<file path="config.mk">
export PLATFORM = sky130hd
export DESIGN_NAME = mlp_dense_layer
export DESIGN_NICKNAME = d
export VERILOG_FILES = /design/src/rtl/mlp_dense_layer.sv
export SDC_FILE = /design/constraint.sdc
export NUM_CORES = 2
export LEC_CHECK = 0
export BUFFER_PORTS_ARGS = -buffer_cell sky130_fd_sc_hd__buf_2
export CELL_PAD_IN_SITES_DETAIL_PLACEMENT = 0
export CELL_PAD_IN_SITES_GLOBAL_PLACEMENT = 2
export CORE_UTILIZATION = 43
export DETAILED_ROUTE_END_ITERATION = 6
export PLACE_DENSITY_LB_ADDON = 0.1
export SYNTH_ARGS = -nofsm -noshare
export SYNTH_HDL_FRONTEND = slang
export SYNTH_SLANG_ARGS = --single-unit
</file>
<file path="constraint.sdc">
create_clock -name clk -period 9.14 [get_ports clk]
set_input_delay 0.914 -clock clk [delete_from_list [all_inputs] [get_ports clk]]
set_output_delay 0.914 -clock clk [all_outputs]
set_load 0.02 [all_outputs]
</file>
<file path="src/rtl/mlp_dense_layer.sv">
// mlp_dense_layer
// Single fully-connected layer engine. It buffers one input activation
// vector, streams bias and weights from the layer weight memory, and runs a
// signed fixed-point multiply-accumulate for each neuron. It can apply ReLU
// to each result before the result is sent out.
//
// Optional feature macro: MLP_DENSE_SAT_EN
//   defined   -> the narrowing to DATA_WIDTH saturates
//   undefined -> the narrowing truncates (two's-complement wrap)
//
// Ports:
//   clk, rst_n        clock, asynchronous active-low reset
//   start             one-cycle layer request (sampled in IDLE only)
//   num_in, num_out   input count N and neuron count M (latched on start)
//   w_base            base address of the layer's weight block (latched)
//   relu_en           apply ReLU to outputs (latched)
//   in_valid/in_data/in_ready     input activation stream
//   w_rd_en/w_addr/w_rdata        weight memory port (read data 1 cycle later)
//   out_valid/out_data/out_ready  neuron result stream
//   busy              high outside IDLE
//   cfg_err           one-cycle pulse after an illegal start
//   done              pulse in the cycle the last result is accepted
//
// Handshake semantics, used for both streams: a beat transfers on a rising
// clk edge where valid && ready are both high. The producer holds valid and
// data stable until that edge. Ready never depends on valid.
module mlp_dense_layer #(
  parameter int DATA_WIDTH = 16,
  parameter int FRAC_BITS  = 8,
  parameter int ACC_WIDTH  = 40,
  parameter int MAX_IN     = 64,
  parameter int CNT_WIDTH  = 7,
  parameter int ADDR_WIDTH = 16
) (
  input  logic                  clk,
  input  logic                  rst_n,
  input  logic                  start,
  input  logic [CNT_WIDTH-1:0]  num_in,
  input  logic [CNT_WIDTH-1:0]  num_out,
  input  logic [ADDR_WIDTH-1:0] w_base,
  input  logic                  relu_en,
  input  logic                  in_valid,
  input  logic [DATA_WIDTH-1:0] in_data,
  output logic                  in_ready,
  output logic                  w_rd_en,
  output logic [ADDR_WIDTH-1:0] w_addr,
  input  logic [DATA_WIDTH-1:0] w_rdata,
  output logic                  out_valid,
  output logic [DATA_WIDTH-1:0] out_data,
  input  logic                  out_ready,
  output logic                  busy,
  output logic                  cfg_err,
  output logic                  done
);

  localparam int XW = $clog2(MAX_IN);

  typedef enum logic [2:0] {
    S_IDLE, S_LOAD, S_BIAS, S_MAC, S_DRAIN, S_EMIT
  } state_t;

  state_t state, state_next;

  logic [CNT_WIDTH-1:0]  n_r, m_r, k_r, j_r;
  logic [XW-1:0]         rd_k_d;
  logic                  relu_r;
  logic [ADDR_WIDTH-1:0] addr_r;
  logic                  bias_d, wt_d;   // kind of read issued last cycle
  logic                  cfg_err_r;
  logic [DATA_WIDTH-1:0] out_data_r;

  logic signed [ACC_WIDTH-1:0]    acc, acc_next;
  logic signed [2*DATA_WIDTH-1:0] prod;
  logic signed [DATA_WIDTH-1:0]   x_mem [MAX_IN];
  logic [DATA_WIDTH-1:0]          narrowed, result;

  logic cfg_bad, last_k, last_j;

  assign cfg_bad = (num_in == '0) || (num_out == '0) || (int'(num_in) > MAX_IN);
  assign last_k  = (k_r == n_r - CNT_WIDTH'(1));
  assign last_j  = (j_r == m_r - CNT_WIDTH'(1));

  // Read data returns one cycle after issue. The pipelined read kind and
  // index therefore decide what the data on w_rdata means this cycle.
  assign prod = $signed(w_rdata) * x_mem[rd_k_d];

  always_comb begin
    acc_next = acc;
    if (bias_d) begin
      acc_next = $signed({{(ACC_WIDTH-DATA_WIDTH){w_rdata[DATA_WIDTH-1]}}, w_rdata}) <<< FRAC_BITS;
    end else if (wt_d) begin
      acc_next = acc + $signed({{(ACC_WIDTH-2*DATA_WIDTH){prod[2*DATA_WIDTH-1]}}, prod});
    end
  end

`ifdef MLP_DENSE_SAT_EN
  localparam logic signed [ACC_WIDTH-1:0] SAT_MAX =
    {{(ACC_WIDTH-DATA_WIDTH+1){1'b0}}, {(DATA_WIDTH-1){1'b1}}};
  localparam logic signed [ACC_WIDTH-1:0] SAT_MIN =
    {{(ACC_WIDTH-DATA_WIDTH+1){1'b1}}, {(DATA_WIDTH-1){1'b0}}};
  logic signed [ACC_WIDTH-1:0] shifted;
  always_comb begin
    shifted = acc_next >>> FRAC_BITS;
    if (shifted > SAT_MAX)      narrowed = {1'b0, {(DATA_WIDTH-1){1'b1}}};
    else if (shifted < SAT_MIN) narrowed = {1'b1, {(DATA_WIDTH-1){1'b0}}};
    else                        narrowed = shifted[DATA_WIDTH-1:0];
  end
`else
  // The arithmetic shift followed by a truncation keeps only these bits.
  assign narrowed = acc_next[FRAC_BITS +: DATA_WIDTH];
`endif

  assign result = (relu_r && narrowed[DATA_WIDTH-1]) ? '0 : narrowed;

  // State register
  always_ff @(posedge clk or negedge rst_n) begin
    if (!rst_n) state <= S_IDLE;
    else        state <= state_next;
  end

  // Next state and outputs
  always_comb begin
    state_next = state;
    in_ready   = 1'b0;
    w_rd_en    = 1'b0;
    out_valid  = 1'b0;
    busy       = (state != S_IDLE);
    done       = 1'b0;
    case (state)
      S_IDLE:  if (start && !cfg_bad) state_next = S_LOAD;
      S_LOAD: begin
        in_ready = 1'b1;
        if (in_valid && last_k) state_next = S_BIAS;
      end
      S_BIAS: begin
        w_rd_en    = 1'b1;
        state_next = S_MAC;
      end
      S_MAC: begin
        w_rd_en = 1'b1;
        if (last_k) state_next = S_DRAIN;
      end
      S_DRAIN: state_next = S_EMIT;
      S_EMIT: begin
        out_valid = 1'b1;
        if (out_ready) begin
          done       = last_j;
          state_next = last_j ? S_IDLE : S_BIAS;
        end
      end
      default: state_next = S_IDLE;
    endcase
  end

  assign w_addr   = addr_r;
  assign out_data = out_data_r;
  assign cfg_err  = cfg_err_r;

  // Datapath and counters
  always_ff @(posedge clk or negedge rst_n) begin
    if (!rst_n) begin
      n_r        <= '0;
      m_r        <= '0;
      k_r        <= '0;
      j_r        <= '0;
      rd_k_d     <= '0;
      relu_r     <= 1'b0;
      addr_r     <= '0;
      bias_d     <= 1'b0;
      wt_d       <= 1'b0;
      cfg_err_r  <= 1'b0;
      out_data_r <= '0;
      acc        <= '0;
    end else begin
      cfg_err_r <= (state == S_IDLE) && start && cfg_bad;
      bias_d    <= (state == S_BIAS);
      wt_d      <= (state == S_MAC);
      rd_k_d    <= k_r[XW-1:0];
      acc       <= acc_next;
      case (state)
        S_IDLE: if (start && !cfg_bad) begin
          n_r    <= num_in;
          m_r    <= num_out;
          relu_r <= relu_en;
          addr_r <= w_base;
          k_r    <= '0;
          j_r    <= '0;
        end
        S_LOAD: if (in_valid) k_r <= k_r + CNT_WIDTH'(1);
        S_BIAS: begin
          addr_r <= addr_r + ADDR_WIDTH'(1);
          k_r    <= '0;
        end
        S_MAC: begin
          addr_r <= addr_r + ADDR_WIDTH'(1);
          k_r    <= k_r + CNT_WIDTH'(1);
        end
        S_DRAIN: out_data_r <= result;
        S_EMIT:  if (out_ready && !last_j) j_r <= j_r + CNT_WIDTH'(1);
        default: ;
      endcase
    end
  end

  // Input vector buffer; it is reloaded on every layer, so it needs no reset.
  always_ff @(posedge clk) begin
    if (state == S_LOAD && in_valid) x_mem[k_r[XW-1:0]] <= in_data;
  end

endmodule

</file>
==> flow_summary_export.csv <==
group,metric,value,unit
critical_path,start_kind,"register",
grt,grt_max_degree,65,
critical_path,critPathMaxFanout,13,
synthesis,ys.flop_type,"edfxtp_1",
placement,port_buffers,105,
cts,h-tree-depth,3,
cts,clkTransAtPathRegs,0.06,ns
critical_path,timing.rr.start,"rd_k_d[0]",
critical_path,crit-reg2reg-capture,"out_data[1]",
cts,cts_sinks,1121,
drt,first_pass_iters,5,
layout,drive_gt1_frac,0.244,
critical_path,crit_top_cell,"fa_1",
synthesis,ys_seq_area_frac,0.632,
synthesis,synth_cells,3158,
placement,hpwl,97.7,mm
synthesis,yosys_warnings,0,
sta,timing.fmax,115,MHz
grt,grt_pass1_wl,216,mm
sta,finClkSkew,0.0769,ns
placement,placed_cells,4944,
drt,drt-total-wl,150,mm
sta,tightest_slew,1.28,ns
placement,place.gp.congestion,0.814,
cts,holdBufCountCts,0,
synthesis,syn_nets,3521,
critical_path,r2r_slack,0.41,ns
layout,final_area,60700,um^2
drt,drtAntennaViolNets,0,
floorplanning,die_w,351,um
floorplanning,pin_count,106,
grt,grt_util_all_layers,0.247,
cts,cts_tree,"done",
layout,layout_common_cells,"1024 x edfxtp_1, 308 x inv_1, 278 x mux4_2",
synthesis,ys_seq_elements,1121,
sta,slew_violations,0,
sta,min_period,8.73,ns
layout,nNetsFinal,3853,
drt,detailroute.via_count,29025,
layout,fin_cells,5205,
layout,syn_to_final_growth,15.7,%
floorplanning,die_area,123000,um^2
floorplanning,fp.dieH,351,um
layout,finish.utilization,0.504,
sta,setup_tns,0,ns
job,maxCapViolations,0,
placement,dpl_cell_area,56300,um^2
floorplanning,initial_utilization,0.436,
hold_path,worstHoldPathType,"primary input to async pin",
cts,cts-root-buf,"clkbuf_16",
sta,setup_viol,0,
critical_path,crit_type,"register to register",
layout,final_common_cell,"edfxtp_1",
drt,vias_per_cell,5.58,
cts,clk_path_buf_depth,3,
floorplanning,rows,127,
drt,wl_per_cell,28.9,um
grt,antenna_found_initial,15,
sta,hold_viol_final,0,
critical_path,arrival,9.33,ns
critical_path,reg2reg_depth,33,
synthesis,synth_area_per_cell,16.6,um^2
sta,max_slew_margin,0.144,
sta,finalCritPeriodShare,0.955,
critical_path,crit_path_top_delay_cell,"mux4_2",
cts,cts_buffers,115,
synthesis,synth_edf_count,1024,
drt,drt_iter0_drc,2819,
critical_path,critPathRequiredTime,9.74,ns
drt,detail_route.drc_violations,0,
cts,clk_latency,0.75,ns
floorplanning,core,120000,um^2
synthesis,ys_types,67,
grt,first_global_vias,30644,
synthesis,synth_async_sr_flop_share,0.0865,
critical_path,max_stage_delay,0.59,ns
synthesis,syn_area,52500,um^2
critical_path,end_kind,"register",
grt,overflow,0,
run_status,status,"complete, no violations",
## how the worst max path moves through the flow
stage | cells after the start | start | to
2_1_floorplan | 33 | rd_k_d[3] | out_data[11]
3_3_place_gp | 34 | rd_k_d[0] | out_data[0]
3_5_place_dp | 35 | rd_k_d[0] | out_data[1]
4_1_cts | 35 | rd_k_d[0] | out_data[1]
5_1_grt | 33 | rd_k_d[0] | out_data[0]
6_report | 33 | rd_k_d[0] | out_data[1]
## cells by family (layout without fill, tap and decap cells)
logic type | Yosys count | in the layout | synth area share
adders and majority gates | 295 | 295 | 0.100
and+or+nand+nor | 635 | 635 | 0.0568
xor gates and xnor gates | 69 | 69 | 0.0122
buffers and inverters | 459 | 886 | 0.0350
DFF | 1121 | 1121 | 0.632
muxes | 369 | 371 | 0.137
AOI/OAI and AO/OA | 210 | 210 | 0.0268
other | 0 | 6 | 0
## cells in the mapped netlist (5+ instances only)
| cell type | n | area share |
|---|---|---|
| a31oi_1 | 10 | 0.0012 |
| nand2b_1 | 12 | 0.0014 |
| a21o_1 | 9 | 0.0013 |
| nor2b_1 | 15 | 0.0018 |
| xor2_1 | 22 | 0.0037 |
| nand2_1 | 225 | 0.016 |
| a21oi_2 | 10 | 0.0017 |
| fa_1 | 209 | 0.080 |
| o21ai_0 | 37 | 0.0035 |
| buf_2 | 32 | 0.0031 |
| o22ai_1 | 7 | 0.00083 |
| nand3b_1 | 6 | 0.00086 |
| xnor2_1 | 44 | 0.0073 |
| clkbuf_1 | 78 | 0.0056 |
| a21oi_1 | 47 | 0.0045 |
| buf_1 | 23 | 0.0016 |
| inv_1 | 309 | 0.022 |
| or3_1 | 5 | 0.00060 |
| nand3_1 | 39 | 0.0037 |
| mux2_2 | 5 | 0.0011 |
| ha_1 | 86 | 0.021 |
| mux2i_1 | 86 | 0.016 |
| a211oi_1 | 9 | 0.0013 |
| dfrtp_1 | 97 | 0.046 |
| buf_6 | 7 | 0.0015 |
| nor2_1 | 152 | 0.011 |
| edfxtp_1 | 1024 | 0.59 |
| nor3_1 | 20 | 0.0019 |
| and2_1 | 122 | 0.015 |
| nand4_1 | 10 | 0.0012 |
| and3_1 | 14 | 0.0017 |
| a22oi_1 | 36 | 0.0052 |
| buf_4 | 6 | 0.00086 |
| mux4_2 | 278 | 0.12 |
## per-layer routing
layer | GRT usage | part of all wire | up-vias
li1 | - | - | 12405
met1 | 0.345 | 0.42 | 15380
met2 | 0.402 | 0.48 | 1041
met3 | 0.0404 | 0.073 | 199
met4 | 0.0656 | 0.027 | 0
met5 | 0 | 0 | -
## timing repair
| item | in CTS | in global routing |
|---|---|---|
| cloned | 0 | 9 |
| pin swaps | 2 | 6 |
| gates resized for setup | 3 | 26 |
| buffers inserted | 0 | 32 |
| hold endpoints to repair | 0 | 0 |
| endpoints found under the setup margin | 17 | 17 |
## stage by stage
stage	hold WS, ns	setup slack (ns)
2_1_floorplan	0.379	0.000187
5_1_grt	0.280	-0.0172
4_1_cts	0.247	0.00571
3_5_place_dp	0.470	-0.249
3_3_place_gp	0.459	-0.118
6_report	0.260	0.414
## area by class of cell
type	count	area, um^2
Clock inverter	75	779
Clock buffer	139	3020
Fill cell	10114	59700
Multi-Input combinational cell	1580	17600
Antenna cell	6	15.0
Sequential cell	1121	33200
Timing Repair Buffer	359	2880
Inverter	313	1180
Tap cell	1612	2020
## critical path, delay by kind of cell (launching register included)
family / cells / cell delay, ns
multiplexers: 3 / 1.55
AND/OR/NAND/NOR: 4 / 0.82
adder cells (fa/ha/maj): 7 / 3.18
AO/OA/AOI/OAI: 6 / 0.78
XOR/XNOR: 2 / 0.49
flip-flops: 1 / 0.53
buffers and inverters: 11 / 1.22
## registers in the layout, indices dropped and copies added (netlist names)
signal	count
x_mem	1024
cfg_err	1
acc	24
n_r	7
state	3
k_r	7
out_data	16
relu_r	1
bias_d	1
rd_k_d	6
m_r	7
w_addr	16
j_r	7
wt_d	1
Power is not shown: default switching activity piles up to over one toggle a cycle in this logic, so the estimate is an artifact.
